## src/rtl/fcc_pkg.sv

```systemverilog
// Shared types and defaults for the FP condition-flag / bc1t/bc1f branch unit.
package fcc_pkg;
    localparam int PC_W_DEF  = 32;
    localparam int OFF_W_DEF = 16;

    // RESOLVE: normal zero-cycle branch resolution; WAIT_EX: compare moved EX->MEM, resolve from MEM
    typedef enum logic {
        RESOLVE = 1'b0,
        WAIT_EX = 1'b1
    } state_t;

    // Source of the effective flag; the youngest in-flight result wins
    typedef enum logic [1:0] {
        FWD_MEM  = 2'd0,
        FWD_WB   = 2'd1,
        FWD_ARCH = 2'd2
    } fwd_sel_t;
endpackage

```

## src/rtl/fcc_forward_pipe.sv

```systemverilog
// MEM/WB carry of the FP compare result, FCC commit and effective-flag forwarding mux.
module fcc_forward_pipe
    import fcc_pkg::*;
(
    input  logic clk,
    input  logic rst,
    input  logic i_adv,       // pipe advances this cycle (no global freeze)
    input  logic i_cmp_v,     // compare leaving EX, already flush-qualified
    input  logic i_cmp_r,
    output logic o_mem_r,
    output logic o_fcc,
    output logic o_eff_flag
);
    logic     r_mem_v, r_mem_r, r_wb_v, r_wb_r, r_fcc;
    fwd_sel_t w_sel;

    // Shift the compare down EX->MEM->WB and commit to FCC out of WB
    always_ff @(posedge clk or posedge rst) begin
        if (rst) begin
            r_mem_v <= 1'b0;
            r_mem_r <= 1'b0;
            r_wb_v  <= 1'b0;
            r_wb_r  <= 1'b0;
            r_fcc   <= 1'b0;
        end else if (i_adv) begin
            r_mem_v <= i_cmp_v;
            r_mem_r <= i_cmp_r;
            r_wb_v  <= r_mem_v;
            r_wb_r  <= r_mem_r;
            if (r_wb_v) r_fcc <= r_wb_r;
        end
    end

    // Pick the youngest valid result: MEM, then WB, then the architectural flag
    always_comb begin
        w_sel = FWD_ARCH;
        if (r_mem_v)     w_sel = FWD_MEM;
        else if (r_wb_v) w_sel = FWD_WB;
        case (w_sel)
            FWD_MEM: o_eff_flag = r_mem_r;
            FWD_WB:  o_eff_flag = r_wb_r;
            default: o_eff_flag = r_fcc;
        endcase
    end

    assign o_mem_r = r_mem_r;
    assign o_fcc   = r_fcc;
endmodule

```

## src/rtl/fp_cond_branch_unit.sv

```systemverilog
// bc1t/bc1f resolution in ID against the forwarded FP condition flag, with a
// one-cycle stall when the producing compare is still in EX.
module fp_cond_branch_unit
    import fcc_pkg::*;
#(
    parameter int PC_W  = PC_W_DEF,
    parameter int OFF_W = OFF_W_DEF
) (
    input  logic             clk,
    input  logic             rst,
    input  logic             cmp_valid_ex,
    input  logic             cmp_result_ex,
    input  logic             flush,
    input  logic             stall_ext,
    input  logic             br_valid_id,
    input  logic             br_tf_id,
    input  logic [PC_W-1:0]  br_pc_id,
    input  logic [OFF_W-1:0] br_offset_id,
    output logic             fcc_o,
    output logic             br_stall_o,
    output logic             br_taken_o,
    output logic [PC_W-1:0]  br_target_o
);
    state_t          r_state, w_state_nxt;
    logic            w_mem_r, w_eff_flag, w_flag, w_stall, w_taken;
    logic [PC_W-1:0] w_off_ext;

    // EX result is late-arriving and never forwarded; only MEM/WB/FCC feed the mux
    fcc_forward_pipe u_pipe (
        .clk        (clk),
        .rst        (rst),
        .i_adv      (~stall_ext),
        .i_cmp_v    (cmp_valid_ex & ~flush),
        .i_cmp_r    (cmp_result_ex),
        .o_mem_r    (w_mem_r),
        .o_fcc      (fcc_o),
        .o_eff_flag (w_eff_flag)
    );

    // State register
    always_ff @(posedge clk or posedge rst) begin
        if (rst) r_state <= RESOLVE;
        else     r_state <= w_state_nxt;
    end

    // Next state, stall and taken decision; reset forces outputs quiet immediately
    always_comb begin
        w_state_nxt = r_state;
        w_stall     = 1'b0;
        w_flag      = w_eff_flag;
        case (r_state)
            RESOLVE: begin
                if (br_valid_id && cmp_valid_ex) begin
                    w_stall     = 1'b1;
                    w_state_nxt = WAIT_EX;
                end
            end
            WAIT_EX: begin
                w_flag      = w_mem_r;
                w_state_nxt = RESOLVE;
            end
            default: w_state_nxt = RESOLVE;
        endcase
        if (stall_ext) w_state_nxt = r_state;
        if (flush) begin
            w_stall     = 1'b0;
            w_state_nxt = RESOLVE;
        end
        if (rst) w_stall = 1'b0;
        w_taken = br_valid_id & ~flush & ~rst & ~w_stall & (w_flag == br_tf_id);
    end

    assign br_stall_o  = w_stall;
    assign br_taken_o  = w_taken;
    // Word offset: sign-extend then scale by 4, wrapping modulo 2^PC_W
    assign w_off_ext   = {{(PC_W-OFF_W){br_offset_id[OFF_W-1]}}, br_offset_id};
    assign br_target_o = br_pc_id + {w_off_ext[PC_W-3:0], 2'b00};
endmodule

```

## config.mk

```make
export PLATFORM = sky130hd
export DESIGN_NAME = fp_cond_branch_unit
export DESIGN_NICKNAME = d
export VERILOG_FILES = /design/src/rtl/fcc_pkg.sv /design/src/rtl/fcc_forward_pipe.sv /design/src/rtl/fp_cond_branch_unit.sv
export SDC_FILE = /design/constraint.sdc
export NUM_CORES = 1
export LEC_CHECK = 0
export BUFFER_PORTS_ARGS = -buffer_cell sky130_fd_sc_hd__buf_2
export CAP_MARGIN = 5
export CORE_MARGIN = 8
export CORE_UTILIZATION = 49
export DETAILED_ROUTE_END_ITERATION = 12
export PLACE_DENSITY_LB_ADDON = 0.25
export SLEW_MARGIN = 20
export SYNTH_ARGS = -nofsm -noshare
export SYNTH_HDL_FRONTEND = slang
export SYNTH_HIERARCHICAL = 1
export SYNTH_SLANG_ARGS = --single-unit
```

## constraint.sdc

```tcl
create_clock -name clk -period 4.45 [get_ports clk]
set_clock_uncertainty 0.15 [all_clocks]
set_input_delay 1.1125 -clock clk [delete_from_list [all_inputs] [get_ports clk]]
set_output_delay 1.1125 -clock clk [all_outputs]
set_load 0.01 [all_outputs]
```

==> results.txt, run 1 <==
Grt total ovfl -> 0
CTS tree -> done
Post-synth EDFFs -> 0
Max stage delay cell, worst path -> or4_1
CP Data Required Time -> 3.19 ns
Via density -> 5.75
H-tree depth -> 1
Setup TNS -> 0 ns
Clk root buf -> clkbuf_8
Final period util -> 98.3%
Total Nets Final -> 491
Sequential-to-total area share from yosys stat -> 7.10%
Netlist cell types -> 53
Die Span Y -> 81.7 um
Worst-margin pin slew -> 0.436 ns
Cell with the most instances after synthesis -> nand2_1
HP Class -> reg2reg
P_leak -> 0.00143 uW
First-pass GRT wire length -> 10.4 mm
Worst EP arrival -> 3.11 ns
Die outline width -> 81.7 um
Antenna Violating Nets Remaining -> 0
Port bufs -> 86
Post-DP HPWL -> 5.50 mm
Cells after Synth -> 293
Gr usage total -> 18.4%
Post-Syn Area -> 0.00211 mm^2
Setup violators final -> 0
Avg WL per Cell -> 14.8 um
Leading area contributor after synthesis -> ha_1
Worst path max stage delay -> 0.47 ns
Hold_ws -> 0.396 ns
Synth Register Bits -> 6
CP Cell Sequence -> buf_4 > ha_2 > a21oi_2 > o21ai_1 > a221o_1 > or4_1 > nand3_1 > a211oi_2 > buf_2
Post-Synth XOR/XNOR Area -> 10.4%
Status -> complete, no violations
R2R cell count -> 2
Ys Warns -> 6
Area growth syn-to-layout -> 40.2%
CTS clk-pin slew, worst paths -> 0.04 ns
Share of layout cells above drive strength 1 -> 39.0%
IO Pins -> 91
DP Area -> 0.00278 mm^2
Max FO, Critical Path -> 12
Synth area leaders -> ha_1 17%, a21oi_1 7.1%, dfrtp_1 7.1%
First DRT Iteration DRCs -> 169
Tmin final -> 4.37 ns
CP endpoint kind -> output port
Final hold violations -> 0
Combinational family with the most area after synthesis -> compound AO/OA/AOI/OAI gates
Bufs on Longest Clock Path -> 2
Post-synth ARST share -> 100%
Initial Util -> 49.6%
Post-Synth Simple-Gate Area -> 24.9%
Synth Area per Inst -> 7.21 um^2
Sequential share of power -> 11.5%
Die Area -> 0.00667 mm^2
DR DRC count -> 0
Logic gate share of total power -> 75.8%
Initial antenna violation count -> 0
Inserted Clock Buffers -> 3
Total power per unit cell area -> 210 mW/mm^2
Psw -> 281 uW
Post-synthesis mux area share -> 4.74%
Core ar. -> 0.00426 mm^2
Clock tree sinks -> 6
Worst skew pair latency -> 0.22 ns
Synth Flop Type -> dfrtp_1
Row count -> 24
Switch share -> 45.1%
N_diodes -> 0
Pint -> 342 uW
Max-slew violation count -> 0
Area fraction in compound gates after synthesis -> 29.8%
Largest net degree at the start of global routing -> 13
Hold path depth -> 1
Routed via count -> 2,617
Final WL -> 6.73 mm
Synth cell count leaders -> 33 x nand2_1, 30 x a21oi_1, 29 x ha_1
VDD IR max -> 0.211 mV
Max Fclk -> 0.229 GHz
Number of global-route vias before repair -> 2,449
Yosys top cell area share -> 17.2%
Design Area, Final -> 0.00296 mm^2
Net count after synthesis -> 379
Routability cong. -> 0.895
WS Path Type -> in2out
Worst Setup Start Kind -> input port
Slew HR -> 70.8%
Drt pass-1 iters -> 4
Clk pwr share -> 12.8%
Synthesized-area fraction occupied by adder cells -> 18.1%
Max-cap violations -> 0
## stage by stage
step | cells | power (uW) | setup WS (ns) | utilization, %
5_1_grt | 455 | 675 | -0.0181 | 69.5
4_1_cts | 454 | 600 | 0.00826 | 66.1
3_5_place_dp | 451 | 516 | 0.0147 | 65.1
2_1_floorplan | 293 | 349 | 0.207 | -
3_3_place_gp | 451 | 507 | 0.0386 | 65.1
6_report | 455 | 623 | 0.0776 | 69.5
## layout make-up
type | count | area (um^2)
Sequential cell | 6 | 150
Multi-Input combinational cell | 264 | 1990
Clock buffer | 3 | 41.3
Fill cell | 368 | 1300
Timing Repair Buffer | 117 | 666
Tap cell | 52 | 65.1
Inverter | 13 | 48.8
## power by group through the flow
stage / combinational, uW / clock [uW] / sequential, uW
detailed placement: 444 / 0 / 71.2
CTS: 448 / 81.5 / 70.9
floorplan: 277 / 0 / 71.7
finish: 472 / 79.6 / 71.4
global route: 518 / 84.8 / 72.0
global placement: 437 / 0 / 70.8
## final timing paths
check | startpoint | to | slack, ns
setup / recovery | br_offset_id[15] | br_target_o[31] | 0.08
hold / removal | u_pipe/o_fcc$_DFFE_PP0P_ | u_pipe/o_fcc$_DFFE_PP0P_ | 0.40
setup reg to reg | u_pipe/r_wb_v$_DFFE_PP0P_ | u_pipe/o_fcc$_DFFE_PP0P_ | 3.40
hold reg to reg | u_pipe/o_fcc$_DFFE_PP0P_ | u_pipe/o_fcc$_DFFE_PP0P_ | 0.40
max in group asynchronous | rst | u_pipe/r_wb_r$_DFFE_PP0P_ | 3.34
min in group asynchronous | rst | r_state$_DFFE_PP0P_ | 0.60
## kinds of logic after synthesis
kind of cell               count (synthesis)
adders and majority gates                 30
xor gates and xnor gates                  25
and+or+nand+nor                          106
buffers and inverters                     23
muxes                                      9
AOI/OAI and AO/OA                         94
DFF                                        6
## placed cells by master, fill, tap and decap left out, types with 3 or more instances in the layout
master    instances
o21ai_1           5
xor2_1           10
clkbuf_8          3
nand3_1          10
nor2_1           23
a211o_1           3
nor3_1            7
buf_4            32
ha_1             22
xnor2_1          15
a21o_1            4
mux2i_1           4
nand2_1          33
and4_1            3
a21oi_2           9
o211ai_1          5
and3_1            6
a31oi_1           5
dfrtp_1           6
a211oi_1          4
inv_1            13
a211oi_2          3
o21bai_1          3
nor2b_1           4
buf_2            85
ha_4              5
a21oi_1          24
mux2_2            4
o21ai_0          14
## metal layers
layer  vias up  GRT usage (%)  wire [um]
li1       1303              -          -
met5         -              0          0
met4         0           3.16         79
met1      1209           22.2       2720
met3        12           1.64        483
met2        93           34.7       3440
## sequential cells by signal, summed over array words and instances, names as in the netlist
register and flops:
r_state 1, u_pipe/o_fcc 1, u_pipe/o_mem_r 1, u_pipe/r_mem_v 1, u_pipe/r_wb_r 1, u_pipe/r_wb_v 1
## worst max-delay path: cells and delay by family
family | cells | cell delay (ns)
AO/OA/AOI/OAI | 4 | 0.68
AND/OR/NAND/NOR | 2 | 0.59
adder cells (fa/ha/maj) | 1 | 0.35
buffers and inverters | 2 | 0.37
## repair_timing
item / in CTS / in global routing
pin swaps: 0 / 4
setup buffers: 0 / 1
endpoints found under the setup margin: 1 / 13
resized for setup: 1 / 27
hold buffers: 0 / 0
No activity file was read; power rests on OpenSTA's default activity.
==> inputs of run 2 (changes only) <==
--- a/config.mk
+++ b/config.mk
@@ -8,7 +8,7 @@
 export BUFFER_PORTS_ARGS = -buffer_cell sky130_fd_sc_hd__buf_2
 export CAP_MARGIN = 5
 export CORE_MARGIN = 8
-export CORE_UTILIZATION = 49
+export CORE_UTILIZATION = 33
 export DETAILED_ROUTE_END_ITERATION = 12
 export PLACE_DENSITY_LB_ADDON = 0.25
 export SLEW_MARGIN = 20
==> run 2 against run 1 <==
  * Global-route usage shrank 4.4 points
  * Largest power group unchanged
  * Critical path type unchanged
  * Critical endpoint is now br_target_o[26]
  * Count of clock-buffer cells in the layout is the same
  * Setup slack gained 0.012 ns
  * Utilization shrank 21 points
  * Cell area grew 2.2%
  * Worst hold slack lost 0.014 ns
  * Highest routed layer unchanged
  * Total power grew 0.45%
  * Sequential power shrank 1%
  * Largest cell class unchanged
==> results.txt, run 2 (synthesis results as in run 1) <==
Status -> complete, no violations
Worst path max stage delay -> 0.38 ns
Gr usage total -> 14.0%
Bufs on Longest Clock Path -> 2
Clk root buf -> clkbuf_8
Area growth syn-to-layout -> 43.3%
Avg WL per Cell -> 13.8 um
Initial Util -> 33.7%
Largest net degree at the start of global routing -> 13
DR DRC count -> 0
Setup ws final -> 0.0892 ns
Max-slew violation count -> 0
Max Fclk -> 0.229 GHz
IO Pins -> 91
RSZ-0062 raised after global routing -> yes
CP Cell Sequence -> buf_6 > ha_4 > inv_2 > fa_2 > nor2b_4 > o2111ai_4 > a211oi_2 > buf_4 > o21ai_2 > or3b_4 > xnor2_2 > buf_2
Initial antenna violation count -> 0
Most common cell after layout, fill and taps aside -> buf_2
Cts hold-fix bufs -> 0
Hold_ws -> 0.382 ns
Die Area -> 0.00922 mm^2
Worst Setup Start Kind -> input port
Drt pass-1 iters -> 4
Die outline width -> 96.0 um
Worst EP arrival -> 3.10 ns
Final WL -> 6.65 mm
Max FO, Critical Path -> 3
Total Nets Final -> 494
WS Path Type -> in2out
First-pass GRT wire length -> 11.0 mm
Max-cap violations -> 0
Worst-margin pin slew -> 0.488 ns
Total power per unit cell area -> 207 mW/mm^2
Post-DP HPWL -> 5.66 mm
CTS clk-pin slew, worst paths -> 0.04 ns
Worst skew pair latency -> 0.22 ns
Via density -> 5.28
Final hold violations -> 0
Number of global-route vias before repair -> 2,517
Tmin final -> 4.36 ns
First DRT Iteration DRCs -> 100
Worst path bufs/invs -> 4
Slew HR -> 67.3%
P_leak -> 0.00145 uW
Top delay family on crit path -> compound AO/OA/AOI/OAI gates
H-tree depth -> 1
Most frequent cells in the layout -> 83 x buf_2, 35 x buf_4, 33 x nand2_1
Share of layout cells above drive strength 1 -> 39.7%
Final period util -> 98.0%
DP Worst Slack -> -0.00146 ns
VDD IR max -> 0.153 mV
HP Class -> reg2reg
Port bufs -> 86
CP endpoint kind -> output port
Grt total ovfl -> 0
Setup violators final -> 0
Die Span Y -> 96.0 um
CTS tree -> done
Routability cong. -> 0.898
CP Data Required Time -> 3.19 ns
Clock tree sinks -> 6
Inserted Clock Buffers -> 3
Antenna Violating Nets Remaining -> 0
Row count -> 29
Max stage delay cell, worst path -> fa_2
Routed via count -> 2,548
N_diodes -> 0
Core ar. -> 0.00628 mm^2
-- run 2: where the power goes --
group	internal [uW]	total, uW	leakage [uW]	switching [uW]
registers	63.3	70.5	0.0000748	7.13
logic	225	474	0.00135	249
clock network	58.1	81.6	0.0000216	23.5
total	346	626	0.00145	280
-- run 2: final timing paths --
path                            cells after the start  slack (ns)                    endpoint                      start
min in group asynchronous                           2        0.59         r_state$_DFFE_PP0P_                        rst
worst min-delay path                                1        0.38    u_pipe/o_fcc$_DFFE_PP0P_   u_pipe/o_fcc$_DFFE_PP0P_
worst min register to register                      1        0.38    u_pipe/o_fcc$_DFFE_PP0P_   u_pipe/o_fcc$_DFFE_PP0P_
max in group asynchronous                           2        3.32  u_pipe/o_mem_r$_DFFE_PP0P_                        rst
worst max register to register                      2        3.41    u_pipe/o_fcc$_DFFE_PP0P_  u_pipe/r_wb_v$_DFFE_PP0P_
worst max-delay path                               12        0.09             br_target_o[26]            br_offset_id[0]
-- run 2: metal layers --
metal	wire length [um]	vias up	track usage [%]	part of all wire [%]
met5	0	-	0	0
met4	17	0	1.66	0.26
met3	444	2	2.34	6.7
met2	3080	68	23.8	46
met1	3110	1173	18.5	47
li1	-	1305	-	-
-- run 2: layout make-up --
type | instances | area, um^2
fill | 663 | 3250
inverter | 13 | 48.8
tap | 77 | 96.3
multi-input combinational | 264 | 1990
sequential | 6 | 150
timing repair buffer | 120 | 701
clock buffer | 3 | 41.3
-- run 2: metrics by stage --
stage	cell area (um^2)	TNS (ns)	cells	utilization, %	power, uW
2_1_floorplan	2110	0	293	-	349
3_3_place_gp	2830	0	479	45.1	519
3_5_place_dp	2830	-0.00146	479	45.1	524
4_1_cts	2870	0	482	45.7	611
5_1_grt	3030	-0.0445	483	48.3	688
6_report	3030	0	483	48.3	626
-- run 2: timing repair --
action	in CTS	in global routing
resized for setup	0	34
pin swaps	1	11
endpoints found under the setup margin	1	12
setup buffers	0	1
